**src/rtl/axi_slave_package.sv**
```systemverilog
// Shared AXI write-path types and FIFO entry widths for the push and pop sides.
package axi_slave_package;

    localparam int unsigned AXI_ID_WIDTH    = 10;
    localparam int unsigned AXI_ADDR_WIDTH  = 64;
    localparam int unsigned AXI_LEN_WIDTH   = 8;
    localparam int unsigned AXI_DATA_WIDTH  = 128;
    localparam int unsigned AXI_STRB_WIDTH  = AXI_DATA_WIDTH / 8;
    localparam int unsigned AXI_USER_WIDTH  = 3;
    localparam int unsigned AXI_SIZE_WIDTH  = 3;
    localparam int unsigned AXI_BURST_WIDTH = 2;

    localparam int unsigned AW_FIFO_WIDTH = AXI_ID_WIDTH + AXI_ADDR_WIDTH + AXI_LEN_WIDTH
                                          + AXI_SIZE_WIDTH + AXI_BURST_WIDTH + AXI_USER_WIDTH;
    localparam int unsigned W_FIFO_WIDTH  = AXI_STRB_WIDTH + AXI_DATA_WIDTH;

    typedef enum logic [1:0] {
        WR_IDLE  = 2'd0,
        WR_DATA  = 2'd1,
        WR_PAD   = 2'd2,
        WR_DRAIN = 2'd3
    } request_push_fsm_wr_state;

endpackage

```
**src/rtl/axi_wr_beat_counter.sv**
```systemverilog
// Remaining-beat counter for the write burst in flight: load, saturating decrement, zero flag.
module axi_wr_beat_counter
    import axi_slave_package::*;
#(
    parameter int unsigned LEN_WIDTH = AXI_LEN_WIDTH
) (
    input  logic                 i_clk,
    input  logic                 i_rst_n,
    input  logic                 i_load,
    input  logic [LEN_WIDTH-1:0] i_load_val,
    input  logic                 i_dec,
    output logic                 o_zero
);

    logic [LEN_WIDTH-1:0] r_count;

    always_ff @(posedge i_clk) begin
        if (!i_rst_n) begin
            r_count <= '0;
        end else if (i_load) begin
            r_count <= i_load_val;
        end else if (i_dec && (r_count != '0)) begin
            r_count <= r_count - LEN_WIDTH'(1);
        end
    end

    assign o_zero = (r_count == '0);

endmodule

```
**src/rtl/fifo_push_wr.sv**
```systemverilog
// AXI4 write-request ingress: pushes AW entries and exactly AWLEN+1 W entries per burst,
// padding short bursts, draining long ones and flagging WLAST violations.
module fifo_push_wr
    import axi_slave_package::*;
#(
    parameter int unsigned ID_WIDTH   = AXI_ID_WIDTH,
    parameter int unsigned ADDR_WIDTH = AXI_ADDR_WIDTH,
    parameter int unsigned LEN_WIDTH  = AXI_LEN_WIDTH,
    parameter int unsigned DATA_WIDTH = AXI_DATA_WIDTH,
    parameter int unsigned STRB_WIDTH = DATA_WIDTH / 8,
    parameter int unsigned USER_WIDTH = AXI_USER_WIDTH
) (
    input  logic                  CLK,
    input  logic                  ARESTn,
    input  logic [ID_WIDTH-1:0]   AWID,
    input  logic [ADDR_WIDTH-1:0] AWADDR,
    input  logic [LEN_WIDTH-1:0]  AWLEN,
    input  logic [2:0]            AWSIZE,
    input  logic [1:0]            AWBURST,
    input  logic [USER_WIDTH-1:0] AWUSER,
    input  logic                  AWVALID,
    output logic                  AWREADY,
    input  logic [DATA_WIDTH-1:0] WDATA,
    input  logic [STRB_WIDTH-1:0] WSTRB,
    input  logic                  WLAST,
    input  logic                  WVALID,
    output logic                  WREADY,
    input  logic                  aw_fifo_full,
    output logic                  aw_fifo_wr_en,
    output logic [ID_WIDTH+ADDR_WIDTH+LEN_WIDTH+3+2+USER_WIDTH-1:0] aw_fifo_wr_data,
    input  logic                  w_fifo_full,
    output logic                  w_fifo_wr_en,
    output logic [STRB_WIDTH+DATA_WIDTH-1:0] w_fifo_wr_data,
    output logic                  wr_err_valid,
    output logic [ID_WIDTH-1:0]   wr_err_id
);

    request_push_fsm_wr_state r_state;
    request_push_fsm_wr_state w_state_nxt;
    logic [ID_WIDTH-1:0]      r_aw_id;
    logic                     w_cnt_load;
    logic                     w_cnt_dec;
    logic                     w_cnt_zero;

    axi_wr_beat_counter #(
        .LEN_WIDTH (LEN_WIDTH)
    ) u_beat_cnt (
        .i_clk      (CLK),
        .i_rst_n    (ARESTn),
        .i_load     (w_cnt_load),
        .i_load_val (AWLEN),
        .i_dec      (w_cnt_dec),
        .o_zero     (w_cnt_zero)
    );

    always_ff @(posedge CLK) begin
        if (!ARESTn) begin
            r_state <= WR_IDLE;
            r_aw_id <= '0;
        end else begin
            r_state <= w_state_nxt;
            if (aw_fifo_wr_en) begin
                r_aw_id <= AWID;
            end
        end
    end

    // Next state, handshakes and FIFO pushes; everything is quiet while reset is held.
    always_comb begin
        w_state_nxt    = r_state;
        AWREADY        = 1'b0;
        WREADY         = 1'b0;
        aw_fifo_wr_en  = 1'b0;
        w_fifo_wr_en   = 1'b0;
        w_fifo_wr_data = '0;
        wr_err_valid   = 1'b0;
        w_cnt_load     = 1'b0;
        w_cnt_dec      = 1'b0;
        unique case (r_state)
            WR_IDLE: begin
                AWREADY = !aw_fifo_full;
                if (AWVALID && !aw_fifo_full) begin
                    aw_fifo_wr_en = 1'b1;
                    w_cnt_load    = 1'b1;
                    w_state_nxt   = WR_DATA;
                end
            end
            WR_DATA: begin
                WREADY = !w_fifo_full;
                if (WVALID && !w_fifo_full) begin
                    w_fifo_wr_en   = 1'b1;
                    w_fifo_wr_data = {WSTRB, WDATA};
                    if (w_cnt_zero) begin
                        if (WLAST) begin
                            w_state_nxt = WR_IDLE;
                        end else begin
                            wr_err_valid = 1'b1;
                            w_state_nxt  = WR_DRAIN;
                        end
                    end else begin
                        w_cnt_dec = 1'b1;
                        if (WLAST) begin
                            wr_err_valid = 1'b1;
                            w_state_nxt  = WR_PAD;
                        end
                    end
                end
            end
            WR_PAD: begin
                if (!w_fifo_full) begin
                    w_fifo_wr_en = 1'b1;
                    if (w_cnt_zero) begin
                        w_state_nxt = WR_IDLE;
                    end else begin
                        w_cnt_dec = 1'b1;
                    end
                end
            end
            WR_DRAIN: begin
                WREADY = 1'b1;
                if (WVALID && WLAST) begin
                    w_state_nxt = WR_IDLE;
                end
            end
            default: w_state_nxt = WR_IDLE;
        endcase
        if (!ARESTn) begin
            w_state_nxt   = WR_IDLE;
            AWREADY       = 1'b0;
            WREADY        = 1'b0;
            aw_fifo_wr_en = 1'b0;
            w_fifo_wr_en  = 1'b0;
            wr_err_valid  = 1'b0;
            w_cnt_load    = 1'b0;
            w_cnt_dec     = 1'b0;
        end
    end

    assign aw_fifo_wr_data = {AWID, AWADDR, AWLEN, AWSIZE, AWBURST, AWUSER};
    assign wr_err_id       = r_aw_id;

endmodule

```
**config.mk**
```make
export PLATFORM = sky130hd
export DESIGN_NAME = fifo_push_wr
export DESIGN_NICKNAME = d
export VERILOG_FILES = /design/src/rtl/axi_slave_package.sv /design/src/rtl/axi_wr_beat_counter.sv /design/src/rtl/fifo_push_wr.sv
export SDC_FILE = /design/constraint.sdc
export NUM_CORES = 1
export LEC_CHECK = 0
export CORE_AREA = 2 2 191 193
export CTS_BUF_LIST = sky130_fd_sc_hd__clkbuf_8
export DETAILED_ROUTE_END_ITERATION = 16
export DIE_AREA = 0 0 193 195
export PLACE_DENSITY = 0.38
export SYNTH_ARGS = -nofsm -noshare
export SYNTH_HDL_FRONTEND = slang
export SYNTH_SLANG_ARGS = --single-unit
```
**constraint.sdc**
```tcl
create_clock -name CLK -period 5.7 [get_ports CLK]
set_clock_uncertainty 0.1 [all_clocks]
set_input_delay 1.71 -clock CLK [delete_from_list [all_inputs] [get_ports CLK]]
set_output_delay 1.71 -clock CLK [all_outputs]
set_load 0.1 [all_outputs]
```
==> key figures <==
Status
  • Status: completed

Timing
  • Pin slew with the least headroom to its limit: between 0.9 and 1 ns
  • WHS: between 0.3 and 0.4 ns
  • Setup TNS: 0 ns
  • Setup violators final: 0
  • Final worst path period share: slightly above 90%
  • Relative slew slack: between 30% and 40%
  • Unrepaired setup endpoints after global routing: false
  • Slack of the critical path: approximately 0.40 ns
  • Fin. max-slew vios: 0
  • Fin crit period: 5.30 ns
  • Final hold violations: 0
  • Max Fclk: ~190 MHz

Placement
  • Port buffer count: ~350
  • GP Congestion: roughly 0.79
  • Placement Setup Slack: roughly 0.35 ns
  • DP HPWL: about 18,000 um

Routing
  • First-iteration detailed-routing DRC count: 87
  • DRC viols: 0
  • Final WL: approximately 21,000 um
  • Routed vias/inst: 3.19
  • Routed wire per std cell: between 15 and 20 um
  • Remaining antenna violation count: 0
  • Initial DRT Pass Iterations: 4
  • Via count: around 3,500

Min path
  • Min-Delay Path Class: flop to flop

Yosys
  • Post-synth cell types: 40
  • Synth Flop Type: dfxtp_1
  • Yosys warns: 0
  • Synth Cell Area: between 0.002 and 0.003 mm2
  • Yosys reg bits: 20
  • Syn Nets: approximately 650
  • Sequential-to-total area share from yosys stat: around 14%
  • Cells after synthesis: about 400
  • EDFF count, synth: 0
  • Avg Cell Area, Syn: 7.01 um2
  • FFs w/ async S/R, synth: 0%

Clock network
  • Clock sinks: 20
  • CTS clk-pin slew, worst paths: ~0.090 ns
  • Clk buf depth: 2
  • Num CTS Buffers: 3
  • H-tree lvl count: 1
  • Post-CTS Resized: 0
  • Root Buffer: clkbuf_8
  • Hold Buf Count CTS: 0
  • CTS tree: built
  • Clk Latency, worst-skew pair: 0.26 ns
  • Post-CTS Repair Setup Buffers: 0

Final layout
  • Footprint of the multi-input gates: about 0.0016 mm2
  • Layout filler cell count: ~3,900
  • Nets: slightly below 900
  • Area growth syn-to-layout: 174%
  • Fraction of layout cells with a size suffix above 1: 29.3%
  • Register area: between 400 and 500 um2

Power and ir drop
  • Power Density: around 220 mW/mm2
  • Pwr Total: about 1.7 mW
  • Leak Pwr: 2.99 nW
  • VDD IR-drop max: roughly 0.13 mV

Die
  • I/O pin cnt: 490
  • Initial core utilization: ~7.9%
  • Cell row count: 69
  • Die Footprint: around 0.038 mm2
  • Height of the die: 195 um
  • Chip width: roughly 190 um
  • Area of the core: approximately 0.035 mm2

Critical path
  • Worst Setup Path Type: input port to output pin
  • Crit path max fanout: between 40 and 50
  • Critical Path AT: about 3.5 ns
  • WP data required: slightly below 4 ns
  • CP Launch Type: input port
  • Crit. End Element: output pin

Global route
  • Number of global-route vias before repair: around 3,500
  • Total Routing Usage GR: between 10% and 20%
  • Initial antenna violation count: 6
  • Largest net degree at the start of global routing: 66
  • Overflow after GRT: 0
  • Global-route wire length before repair: between 20,000 and 30,000 um

Run
  • Max cap viols: 0
[per-layer routing]
metal  share of wire, %  routed length, um  up-vias  GRT usage [%]
met5               0.24                 50        -              0
met4                2.2                452        8           2.02
met3                9.8               2050       42           3.58
met2                 53              11000      216           19.6
met1                 35               7370     1584           10.7
li1                   -                  -     1659              -
[power breakdown]
group	internal (mW)	total [mW]	switching [mW]	leakage, nW
clock network	0.0938	0.147	0.0528	0.0357
registers	0.159	0.176	0.0170	0.163
logic	0.490	1.39	0.899	2.79
total	0.742	1.71	0.969	2.99
[per-stage QoR]
step / utilization (%) / instance area [um2] / cells
floorplan: - / 2800 / 398
global placement: 21.4 / 7560 / 1095
detailed placement: 21.4 / 7560 / 1095
CTS: 21.6 / 7630 / 1099
global route: 21.6 / 7630 / 1099
finish: 21.6 / 7640 / 1101
[layout make-up]
| type | count | area share [%] |
|---|---|---|
| Antenna cell | 2 | 0.0655 |
| Clock buffer | 3 | 0.541 |
| Clock inverter | 1 | 0.393 |
| Inverter | 12 | 0.590 |
| Multi-Input combinational cell | 251 | 20.6 |
| Sequential cell | 20 | 5.24 |
| Tap cell | 461 | 7.55 |
| Timing Repair Buffer | 351 | 65.1 |
[sequential cells by signal, indices dropped and copies added, names as in the netlist]
signal	flops
r_state	2
u_beat_cnt.r_count	8
wr_err_id	10
[cells in the mapped netlist, types with 2 or more instances]
| library cell | n | share of area [%] |
|---|---|---|
| a21oi_1 | 4 | 0.72 |
| nor2_1 | 5 | 0.67 |
| ha_1 | 8 | 3.6 |
| o41ai_1 | 2 | 0.63 |
| nor3_1 | 4 | 0.72 |
| and2_1 | 144 | 32 |
| o21ai_0 | 9 | 1.6 |
| inv_1 | 11 | 1.5 |
| nor2b_1 | 2 | 0.45 |
| a31oi_1 | 7 | 1.6 |
| nand2_1 | 27 | 3.6 |
| or4_1 | 4 | 1.1 |
| buf_6 | 2 | 0.81 |
| and4_1 | 2 | 0.63 |
| dfxtp_1 | 20 | 14 |
| nand3_1 | 11 | 2.0 |
| buf_4 | 90 | 24 |
| o31ai_1 | 3 | 0.81 |
| and3_1 | 2 | 0.45 |
| clkbuf_1 | 21 | 2.8 |
[critical path: stages]
cell             delay [ns]
clkdlybuf4s50_1        0.61
and3_4                 0.42
buf_12                 0.23
nor3b_2                0.28
buf_12                 0.21
[cell usage in the layout, fill, tap and decap left out, drive strengths merged, types with 3 or more instances in the layout]
master         instances
clkdlybuf4s50        178
buf                  173
and2                 144
nand2                 27
dfxtp                 20
inv                   12
nand3                 12
o21ai                  9
ha                     8
a31oi                  7
nor2                   5
a21oi                  5
nor3                   4
or4                    4
o31ai                  3
clkbuf                 3
[logic make-up after synthesis]
logic type / share of synthesized area [%]
flip-flops: 14.3
buffers and inverters: 29.8
AND/OR/NAND/NOR: 45.2
AO/OA/AOI/OAI: 7.13
adder cells (fa/ha/maj): 3.59
[path summary, 6_finish.rpt]
path                                        end  cells after the start                       from  slack, ns
max                                wr_err_valid                      5                     WVALID       0.40
min                   wr_err_id[7]$_SDFFE_PN0P_                      2  wr_err_id[7]$_SDFFE_PN0P_       0.36
max reg2reg  u_beat_cnt.r_count[1]$_SDFFE_PN0P_                      7    r_state[1]$_SDFFE_PN0P_       3.58
min reg2reg           wr_err_id[7]$_SDFFE_PN0P_                      2  wr_err_id[7]$_SDFFE_PN0P_       0.36
Power figures use the tool's default switching activity.
